<file path="src/rtl/urv_divide.sv">
// urv_divide: iterative radix-2 non-restoring divider for RV32M DIV/DIVU/REM/REMU.
// Operands are reduced to magnitudes on accept. The unit produces one quotient bit
// per unstalled cycle, and signs are restored in FIX. x_done_o is raised one
// unstalled cycle after DONE is entered. x_done_o is held while stalled.
module urv_divide #(
    parameter int G_FAST_SPECIAL = 1
) (
    input  logic        clk_i,
    input  logic        rst_n_i,
    input  logic        x_stall_i,
    input  logic        d_start_i,
    input  logic [31:0] d_rs1_i,
    input  logic [31:0] d_rs2_i,
    input  logic [2:0]  d_fun_i,
    output logic        x_busy_o,
    output logic        x_done_o,
    output logic [31:0] x_rd_o
);

    typedef enum logic [1:0] {S_IDLE, S_CALC, S_FIX, S_DONE} state_t;

    localparam logic FAST = (G_FAST_SPECIAL != 0);

    state_t      state_q;
    logic [5:0]  cnt_q;
    logic [32:0] prem_q;      // partial remainder, two's complement
    logic [31:0] quo_q;       // dividend shifting out, quotient shifting in
    logic [31:0] dvs_q;       // divisor magnitude
    logic        is_rem_q;
    logic        negq_q;
    logic        negr_q;
    logic        dz_q;
    logic        ovf_q;
    logic        busy_q;
    logic        done_q;
    logic [31:0] rd_q;

    // Operand decode for the accept cycle.
    logic        sgn_d;
    logic [31:0] abs1_d;
    logic [31:0] abs2_d;
    logic        dz_d;
    logic        ovf_d;
    logic        fast_d;
    logic [31:0] special_rd_d;

    // One non-restoring step and the final correction/sign fix.
    logic [32:0] shift_d;
    logic [32:0] step_d;
    logic [31:0] rmag_d;
    logic [31:0] qres_d;
    logic [31:0] rres_d;
    logic [31:0] result_d;

    // Combinational decode, iteration step and result formation.
    always_comb begin
        sgn_d  = ~d_fun_i[0];
        abs1_d = (sgn_d && d_rs1_i[31]) ? (32'd0 - d_rs1_i) : d_rs1_i;
        abs2_d = (sgn_d && d_rs2_i[31]) ? (32'd0 - d_rs2_i) : d_rs2_i;
        dz_d   = (d_rs2_i == 32'd0);
        ovf_d  = sgn_d && (d_rs1_i == 32'h8000_0000) && (d_rs2_i == 32'hFFFF_FFFF);
        fast_d = FAST && (dz_d || ovf_d);
        if (dz_d) begin
            special_rd_d = d_fun_i[1] ? d_rs1_i : 32'hFFFF_FFFF;
        end else begin
            special_rd_d = d_fun_i[1] ? 32'd0 : 32'h8000_0000;
        end

        // Modulo-2^33 arithmetic is exact: the true step result lies in [-D, D).
        shift_d = {prem_q[31:0], quo_q[31]};
        step_d  = prem_q[32] ? (shift_d + {1'b0, dvs_q}) : (shift_d - {1'b0, dvs_q});

        rmag_d = prem_q[32] ? (prem_q[31:0] + dvs_q) : prem_q[31:0];
        qres_d = negq_q ? (32'd0 - quo_q) : quo_q;
        rres_d = negr_q ? (32'd0 - rmag_d) : rmag_d;
        if (dz_q && !is_rem_q) begin
            result_d = 32'hFFFF_FFFF;
        end else if (ovf_q) begin
            result_d = is_rem_q ? 32'd0 : 32'h8000_0000;
        end else begin
            result_d = is_rem_q ? rres_d : qres_d;
        end
    end

    // Control FSM with datapath registers; everything freezes while stalled.
    always_ff @(posedge clk_i or negedge rst_n_i) begin
        if (!rst_n_i) begin
            state_q  <= S_IDLE;
            cnt_q    <= 6'd0;
            prem_q   <= 33'd0;
            quo_q    <= 32'd0;
            dvs_q    <= 32'd0;
            is_rem_q <= 1'b0;
            negq_q   <= 1'b0;
            negr_q   <= 1'b0;
            dz_q     <= 1'b0;
            ovf_q    <= 1'b0;
            busy_q   <= 1'b0;
            done_q   <= 1'b0;
            rd_q     <= 32'd0;
        end else if (!x_stall_i) begin
            case (state_q)
                S_IDLE: begin
                    if (d_start_i && d_fun_i[2]) begin
                        is_rem_q <= d_fun_i[1];
                        negq_q   <= sgn_d & (d_rs1_i[31] ^ d_rs2_i[31]);
                        negr_q   <= sgn_d & d_rs1_i[31];
                        dz_q     <= dz_d;
                        ovf_q    <= ovf_d;
                        prem_q   <= 33'd0;
                        quo_q    <= abs1_d;
                        dvs_q    <= abs2_d;
                        busy_q   <= 1'b1;
                        if (fast_d) begin
                            rd_q    <= special_rd_d;
                            state_q <= S_DONE;
                        end else begin
                            cnt_q   <= 6'd31;
                            state_q <= S_CALC;
                        end
                    end
                end
                S_CALC: begin
                    prem_q <= step_d;
                    quo_q  <= {quo_q[30:0], ~step_d[32]};
                    if (cnt_q == 6'd0) begin
                        state_q <= S_FIX;
                    end else begin
                        cnt_q <= cnt_q - 6'd1;
                    end
                end
                S_FIX: begin
                    rd_q    <= result_d;
                    state_q <= S_DONE;
                end
                S_DONE: begin
                    if (!done_q) begin
                        done_q <= 1'b1;
                    end else begin
                        done_q  <= 1'b0;
                        busy_q  <= 1'b0;
                        state_q <= S_IDLE;
                    end
                end
                default: state_q <= S_IDLE;
            endcase
        end
    end

    assign x_busy_o = busy_q;
    assign x_done_o = done_q;
    assign x_rd_o   = rd_q;

endmodule

</file>
<file path="config.mk">
export PLATFORM = sky130hd
export DESIGN_NAME = urv_divide
export DESIGN_NICKNAME = d
export VERILOG_FILES = /design/src/rtl/urv_divide.sv
export SDC_FILE = /design/constraint.sdc
export NUM_CORES = 1
export LEC_CHECK = 0
export ABC_AREA = 1
export CORE_MARGIN = 2
export CORE_UTILIZATION = 61
export CTS_CLUSTER_SIZE = 10
export DETAILED_ROUTE_END_ITERATION = 8
export GPL_ROUTABILITY_DRIVEN = 0
export PLACE_DENSITY_LB_ADDON = 0.08
export SLEW_MARGIN = 20
export SYNTH_ARGS = -nofsm -noshare
export SYNTH_HDL_FRONTEND = slang
export SYNTH_SLANG_ARGS = --single-unit
</file>
<file path="constraint.sdc">
create_clock -name clk_i -period 5.1 [get_ports clk_i]
set_input_delay 0.765 -clock clk_i [delete_from_list [all_inputs] [get_ports clk_i]]
set_output_delay 0.765 -clock clk_i [all_outputs]
set_load 0.05 [all_outputs]
</file>
==> summary.md, run 1 <==
| Metric | Value |
|---|---|
| Outcome | `completed` |
| Netlist cell types | `52` |
| Clk_lat worst skew | `approximately 0.44 ns` |
| Final Max Tran Viols | `0` |
| Final Hold Fails | `0` |
| Final HPWL DP | `roughly 39000 µm` |
| Die Span X | `between 150 and 200 µm` |
| Worst R2R Path Depth | `24` |
| Synth Register Bits | `144` |
| Power density over cell area | `approximately 770 mW/mm²` |
| Slowest cell delay on critical path | `0.45 ns` |
| TritonCTS buffer count | `17` |
| Total of max-cap violations | `0` |
| # rows | `57` |
| CP dominant cell by count | `nand2_1` |
| Die height | `161 µm` |
| Reg clk slew, reported paths | `0.07 ns` |
| Initial antenna violation count | `1` |
| Number of global-route vias before repair | `roughly 15000` |
| Clock skew | `0.0135 ns` |
| Clock tree buffer depth | `2` |
| Via count | `17200` |
| Relative slew slack | `0.337` |
| Top cell type's share of synthesized area | `0.241` |
| Top_reg_cell synth | `dfrtp_1` |
| Initial DRC Count | `2107` |
| GRT Residual Overflow | `0` |
| Yosys top cell by area | `dfrtp_1` |
| Hold WC Path Type | `input pin to async pin` |
| Fill cell count | `2274` |
| Crit-path max FO | `5` |
| Startpoint types | `flop` |
| Slew at the pin closest to its max-slew limit | `between 0.9 and 1 ns` |
| Synthesized instance count | `around 2500` |
| First-pass GRT wire length | `~79000 µm` |
| Largest net degree at the start of global routing | `60` |
| Io pins | `105` |
| WHS | `0.279 ns` |
| Crit-path cells | `inv_1, ha_1, nand2_1, nor3_1, nand2_1, nor3_1, nand2_1, nor2_1, nand2_1, inv_2, nand3_1, nor2_1, nor2_1, xor2_1, ha_1, nand2_1, nor4_1, nand3_1, nand2_1, a21oi_1, xor2_1, nor2_1, nand2_1, o21ai_1` |
| EDFF count, synth | `0` |
| Post-cts hold buffer count | `0` |
| Drt drc | `0` |
| Nets@finish | `roughly 2700` |
| H-tree Lvls | `4` |
| Buffers on Ports | `104` |
| Top post-synthesis cells by area | `dfrtp_1, nand2_1, inv_1, o21ai_0, ha_1` |
| Ant. Diodes | `0` |
| YS warnings | `0` |
| Commonest cells post-synth | `nand2_1, inv_1, nor2_1` |
| Seq/Total Area, Yosys | `0.241` |
| CTS tree | `done` |
| Final setup vio count | `0` |
| Initial core utilization | `0.618` |
| Clk root buf | `clkbuf_16` |
| Setup Total Neg Slack | `0 ns` |
| Worst Path Required | `around 5.4 ns` |
| Vias per cell | `5.98` |
| Reg-to-reg endpoint | `prem_q[32]$_DFFE_PN0P_` |
| CP Class | `flop to flop` |
| Peak supply drop | `450 µV` |
| R2R setup slack | `0.77 ns` |
| Syn avg cell area | `6.06 µm²` |
| Synth Cell Area | `approximately 0.015 mm²` |
| Area delta synth->final | `12.7%` |
| Most common cell in the netlist | `nand2_1` |
| R2r startpoint | `dvs_q[1]$_DFFE_PN0P_` |
| Total global-route track usage | `0.386` |
| Pre-CTS setup slack | `0.684 ns` |
| Core Footprint | `0.0242 mm²` |
| Post-CTS resize count | `0` |
| Share of post-route cells with drive strength above 1 | `0.0431` |
| Worst Slack Setup Final | `0.766 ns` |
| Clock sink count | `144` |
| WL/cell | `between 15 and 20 µm` |
| Final period util | `0.850` |
| Post-Syn Nets | `around 2600` |
| Post-route minimum period | `4.33 ns` |
| Leakage | `8.31 nW` |
| CP Capture Type | `flop` |
| F_max | `about 230 MHz` |
| Data arrival, critical path | `approximately 4.6 ns` |
| Crit-path slowest cell | `dfrtp_1` |
| Total Wirelength | `between 50000 and 60000 µm` |
| Post-synth ARST share | `1.00` |
| DRT Pass-1 Iters | `6` |
| Final ANT Viol Nets | `0` |
| Die area | `roughly 0.026 mm²` |
| Postcts setup bufs | `0` |
| RSZ-0062 raised after global routing | `no` |
-- registers in the layout, summed over array words and instances, names as in the netlist --
name,count
dz_q,1
x_rd_o,32
dvs_q,32
quo_q,32
is_rem_q,1
x_done_o,1
x_busy_o,1
cnt_q,6
negr_q,1
negq_q,1
prem_q,33
ovf_q,1
state_q,2
-- cells in the final DEF, fill, tap and decap left out, types with 5 or more instances in the layout --
| master | instances |
|---|---|
| clkinv_1 | 5 |
| inv_1 | 322 |
| inv_2 | 13 |
| o21ai_1 | 21 |
| o221ai_1 | 8 |
| nand2_1 | 687 |
| nor3_1 | 43 |
| nor2_1 | 248 |
| clkbuf_16 | 17 |
| xor2_1 | 61 |
| and2_1 | 9 |
| nand4_1 | 33 |
| a31oi_1 | 35 |
| or2_2 | 9 |
| buf_4 | 17 |
| inv_6 | 6 |
| o211ai_1 | 21 |
| nor2_4 | 6 |
| o21ai_0 | 221 |
| dfrtp_1 | 143 |
| nand3b_1 | 8 |
| nor3_2 | 8 |
| ha_1 | 75 |
| nand3_1 | 153 |
| xnor2_1 | 24 |
| o31ai_1 | 11 |
| nor4_1 | 12 |
| nor2_2 | 7 |
| o22ai_1 | 7 |
| a21oi_1 | 166 |
| clkdlybuf4s50_1 | 103 |
-- stage by stage --
step	instances	power [mW]	util	cell area (µm²)
floorplan	2474	8.82	-	15000
global placement	2843	11.0	0.671	16300
detailed placement	2843	11.3	0.671	16300
CTS	2875	12.6	0.696	16900
global route	2875	14.0	0.696	16900
finish	2875	12.9	0.696	16900
-- report_power, final --
group	switching [mW]	internal, mW
registers	0.827	1.69
logic	6.13	2.99
clock network	0.602	0.707
total	7.56	5.38
-- routing by layer --
layer | up-vias | wire length, µm | global-route usage
li1 | 8235 | - | -
met1 | 7750 | 21300 | 0.573
met2 | 1061 | 20300 | 0.552
met3 | 133 | 6450 | 0.0744
met4 | 2 | 2070 | 0.149
met5 | - | 17 | 0
-- critical path, delay by kind of cell (launching register included) --
kind,cells,cell delay [ns]
and+or+nand+nor,16,2.36
adders and majority gates,2,0.53
xor gates and xnor gates,2,0.48
DFF,1,0.45
buffers and inverters,2,0.19
AOI/OAI and AO/OA,2,0.17
-- worst max path at each step --
| stage | end | start | cells past startpoint |
|---|---|---|---|
| after floorplan | prem_q[24]$_DFFE_PN0P_ | prem_q[32]$_DFFE_PN0P_ | 24 |
| after global placement | x_rd_o[27]$_DFFE_PN0P_ | d_rs1_i[0] | 20 |
| after detailed placement | x_rd_o[29]$_DFFE_PN0P_ | d_rs1_i[0] | 20 |
| after CTS | prem_q[32]$_DFFE_PN0P_ | dvs_q[1]$_DFFE_PN0P_ | 24 |
| after global routing | prem_q[32]$_DFFE_PN0P_ | dvs_q[1]$_DFFE_PN0P_ | 20 |
| final | prem_q[32]$_DFFE_PN0P_ | dvs_q[1]$_DFFE_PN0P_ | 24 |
-- layout make-up --
| class | count | area [µm²] | share of cell area |
|---|---|---|---|
| clock buffers | 17 | 425 | 0.0252 |
| clock inverters | 15 | 189 | 0.0112 |
| inverters | 340 | 1280 | 0.0756 |
| multi-input cells | 1914 | 9810 | 0.581 |
| flip-flops and latches | 144 | 3600 | 0.214 |
| well taps | 324 | 405 | 0.0240 |
| repair buffers | 121 | 1170 | 0.0693 |
-- kinds of logic (layout without fill, tap and decap cells) --
| family | after synthesis | count (layout) | share of synthesized area |
|---|---|---|---|
| xor+xnor | 85 | 85 | 0.0497 |
| buf+inv | 416 | 493 | 0.105 |
| flops | 144 | 144 | 0.241 |
| compound gates | 515 | 515 | 0.188 |
| fa+ha+maj | 77 | 77 | 0.0653 |
| simple gates | 1237 | 1237 | 0.351 |
Power figures use the tool's default switching activity.
==> run 2: changes to the inputs <==
Settings changed: CORE_UTILIZATION 61 to 55.
Clock period 5.1 ns to 3.48 ns, I/O delays scaled along.
==> run 2 against run 1 <==
The run now ends with setup timing left. Clock skew hardly changed. Clock power rose by 56%. Die area grew 11%. Final cell count increased by 5.7%. Global-route usage shrank 2.5 points. Design area is 11% higher. Largest cell class unchanged.
==> summary.md, run 2 (synthesis gave the netlist of run 1 again) <==
| Metric | Value |
|---|---|
| Outcome | `finished with violations` |
| Failing checks | `setup timing` |
| Clock share of power | `0.091` |
| Slew at the pin closest to its max-slew limit | `0.731 ns` |
| Clk root buf | `clkbuf_16` |
| Via count | `17700` |
| Cell Area, Placed | `between 0.015 and 0.02 mm²` |
| Die area | `0.0286 mm²` |
| Worst Slack Setup Final | `-0.207 ns` |
| DRT Pass-1 Iters | `6` |
| Comb power frac | `0.756` |
| Worst R2R Path Depth | `24` |
| First-pass GRT wire length | `81600 µm` |
| Instance count on the critical path | `24` |
| R2R setup slack | `-0.21 ns` |
| Final period util | `1.06` |
| CP dominant cell by count | `nand2_1` |
| CP Class | `flop to flop` |
| Switching part of the total power | `0.559` |
| Io pins | `roughly 110` |
| Crit-path slowest cell | `dfrtp_2` |
| H-tree Lvls | `4` |
| Final HPWL DP | `approximately 41000 µm` |
| F_max | `271 MHz` |
| Post-route minimum period | `3.69 ns` |
| Buffers on Ports | `roughly 100` |
| WL/cell | `17.6 µm` |
| CP Capture Type | `flop` |
| TritonCTS buffer count | `17` |
| Initial DRC Count | `2031` |
| Ant. Diodes | `0` |
| Net Switching | `approximately 13 mW` |
| Relative slew slack | `0.507` |
| Flip-flop count of the largest register after layout | `33` |
| Vias per cell | `5.81` |
| Peak supply drop | `568 µV` |
| Fin area | `about 0.019 mm²` |
| Power density over cell area | `1190 mW/mm²` |
| Core Footprint | `0.0269 mm²` |
| Fill cell count | `around 2400` |
| Fin cells | `3040` |
| Startpoint types | `flop` |
| Total global-route track usage | `0.360` |
| Final setup vio count | `7` |
| Pre-CTS setup slack | `-0.350 ns` |
| Final Max Tran Viols | `0` |
| Hold WC Path Type | `input pin to async pin` |
| Pint | `around 9.9 mW` |
| Largest net degree at the start of global routing | `61` |
| R2r startpoint | `dvs_q[0]$_DFFE_PN0P_` |
| Nets@finish | `2834` |
| Flop pwr share | `0.153` |
| Slowest cell delay on critical path | `0.44 ns` |
| Worst Path Buf+Inv | `2` |
| Share of post-route cells with drive strength above 1 | `0.149` |
| Total of max-cap violations | `0` |
| Commonest non-fill, non-tap cell in the layout | `nand2_1` |
| Die Span X | `around 170 µm` |
| Leakage | `9.12 nW` |
| Area delta synth->final | `25.5%` |
| Clock sink count | `144` |
| Die height | `169 µm` |
| Drt drc | `0` |
| Clock tree buffer depth | `2` |
| Clk_lat worst skew | `about 0.45 ns` |
| # rows | `60` |
| CTS tree | `done` |
| Worst Path Required | `3.79 ns` |
| Setup crit end | `prem_q[32]$_DFFE_PN0P_` |
| GRT Residual Overflow | `0` |
| Reg-to-reg endpoint | `prem_q[32]$_DFFE_PN0P_` |
| Final ANT Viol Nets | `0` |
| Cell count after placement | `between 2000 and 3000` |
| Commonest non-fill, non-tap cells in the layout | `nand2_1, inv_1, nor2_1` |
| Total Wirelength | `53500 µm` |
| RSZ-0062 raised after global routing | `yes` |
| Power, Total | `22.5 mW` |
| Reg clk slew, reported paths | `0.08 ns` |
| Final Hold Fails | `0` |
| Initial core utilization | `0.557` |
| Number of global-route vias before repair | `15400` |
| Crit-path max FO | `4` |
| Initial antenna violation count | `0` |
| CP startpoint | `dvs_q[0]$_DFFE_PN0P_` |
| Crit-path cells | `inv_2, ha_4, nand2_2, nor3_2, nand2_1, nor3_2, nand2_1, nor2_1, nand2_1, inv_2, nand3_4, nor2_4, nor2_2, xor2_1, ha_1, nand2_2, nor4_4, nand3_2, nand2_4, a21oi_4, xor2_2, nor2_4, nand2_1, o21ai_1` |
| Data arrival, critical path | `approximately 4 ns` |
| Crit-path leading delay family | `simple AND/OR/NAND/NOR gates` |
| Top reg by flops | `prem_q` |
| Clock skew | `0.0138 ns` |
-- run 2: cell types whose count changed in the layout (fill, tap and decap cells not counted), sizes merged --
| cell | change |
|---|---|
| clkinvlp | -1 |
| bufinv | +1 |
| buf | +148 |
-- run 2: power by group through the flow --
stage          Clock [mW]  Sequential (mW)  Combinational (mW)
3_5_place_dp            0             3.35                14.6
4_1_cts              2.03             3.34                15.2
5_1_grt              2.10             3.50                18.5
6_report             2.04             3.44                17.0
2_1_floorplan           0             3.78                9.16
3_3_place_gp            0             3.33                14.4
-- run 2: cell type report --
type	instances	area, µm²	share of cell area
clock buffer	17	425	0.0226
tap	341	427	0.0227
inverter	340	1280	0.0680
timing repair buffer	269	2330	0.124
clock inverter	15	214	0.0114
multi-input combinational	1914	10500	0.560
sequential	144	3610	0.192
-- run 2: metrics by stage --
stage / utilization / hold slack (ns) / TNS, ns
after floorplan: - / 0.226 / -0.0575
after global placement: 0.642 / 0.476 / -0.892
after detailed placement: 0.642 / 0.472 / -1.97
after CTS: 0.674 / 0.0285 / -0.0973
after global routing: 0.700 / 0.0539 / -3.07
final: 0.700 / 0.0175 / -0.969
-- run 2: worst min path at each step --
stage / startpoint / end / slack [ns] / cells past startpoint
floorplan: rst_n_i / cnt_q[0]$_DFFE_PN0P_ / 0.23 / 0
global placement: cnt_q[0]$_DFFE_PN0P_ / cnt_q[0]$_DFFE_PN0P_ / 0.48 / 1
detailed placement: x_rd_o[30]$_DFFE_PN0P_ / x_rd_o[30]$_DFFE_PN0P_ / 0.47 / 2
CTS: rst_n_i / dvs_q[26]$_DFFE_PN0P_ / 0.03 / 1
global route: rst_n_i / dvs_q[26]$_DFFE_PN0P_ / 0.05 / 1
finish: rst_n_i / dvs_q[26]$_DFFE_PN0P_ / 0.02 / 1
-- run 2: per-layer routing --
layer  vias up  global-route usage  wire length [µm]
met3       115              0.0863              6380
met4         0               0.114              1710
li1       8536                   -                 -
met5         -                   0                 0
met2       979               0.521             22300
met1      8026               0.529             23100
-- run 2: repair_timing --
action                     CTS  global route
pin swaps                   16            61
setup endpoints to repair   11            33
setup buffers                9            17
gates resized for setup     44           162
hold buffers                 0             0
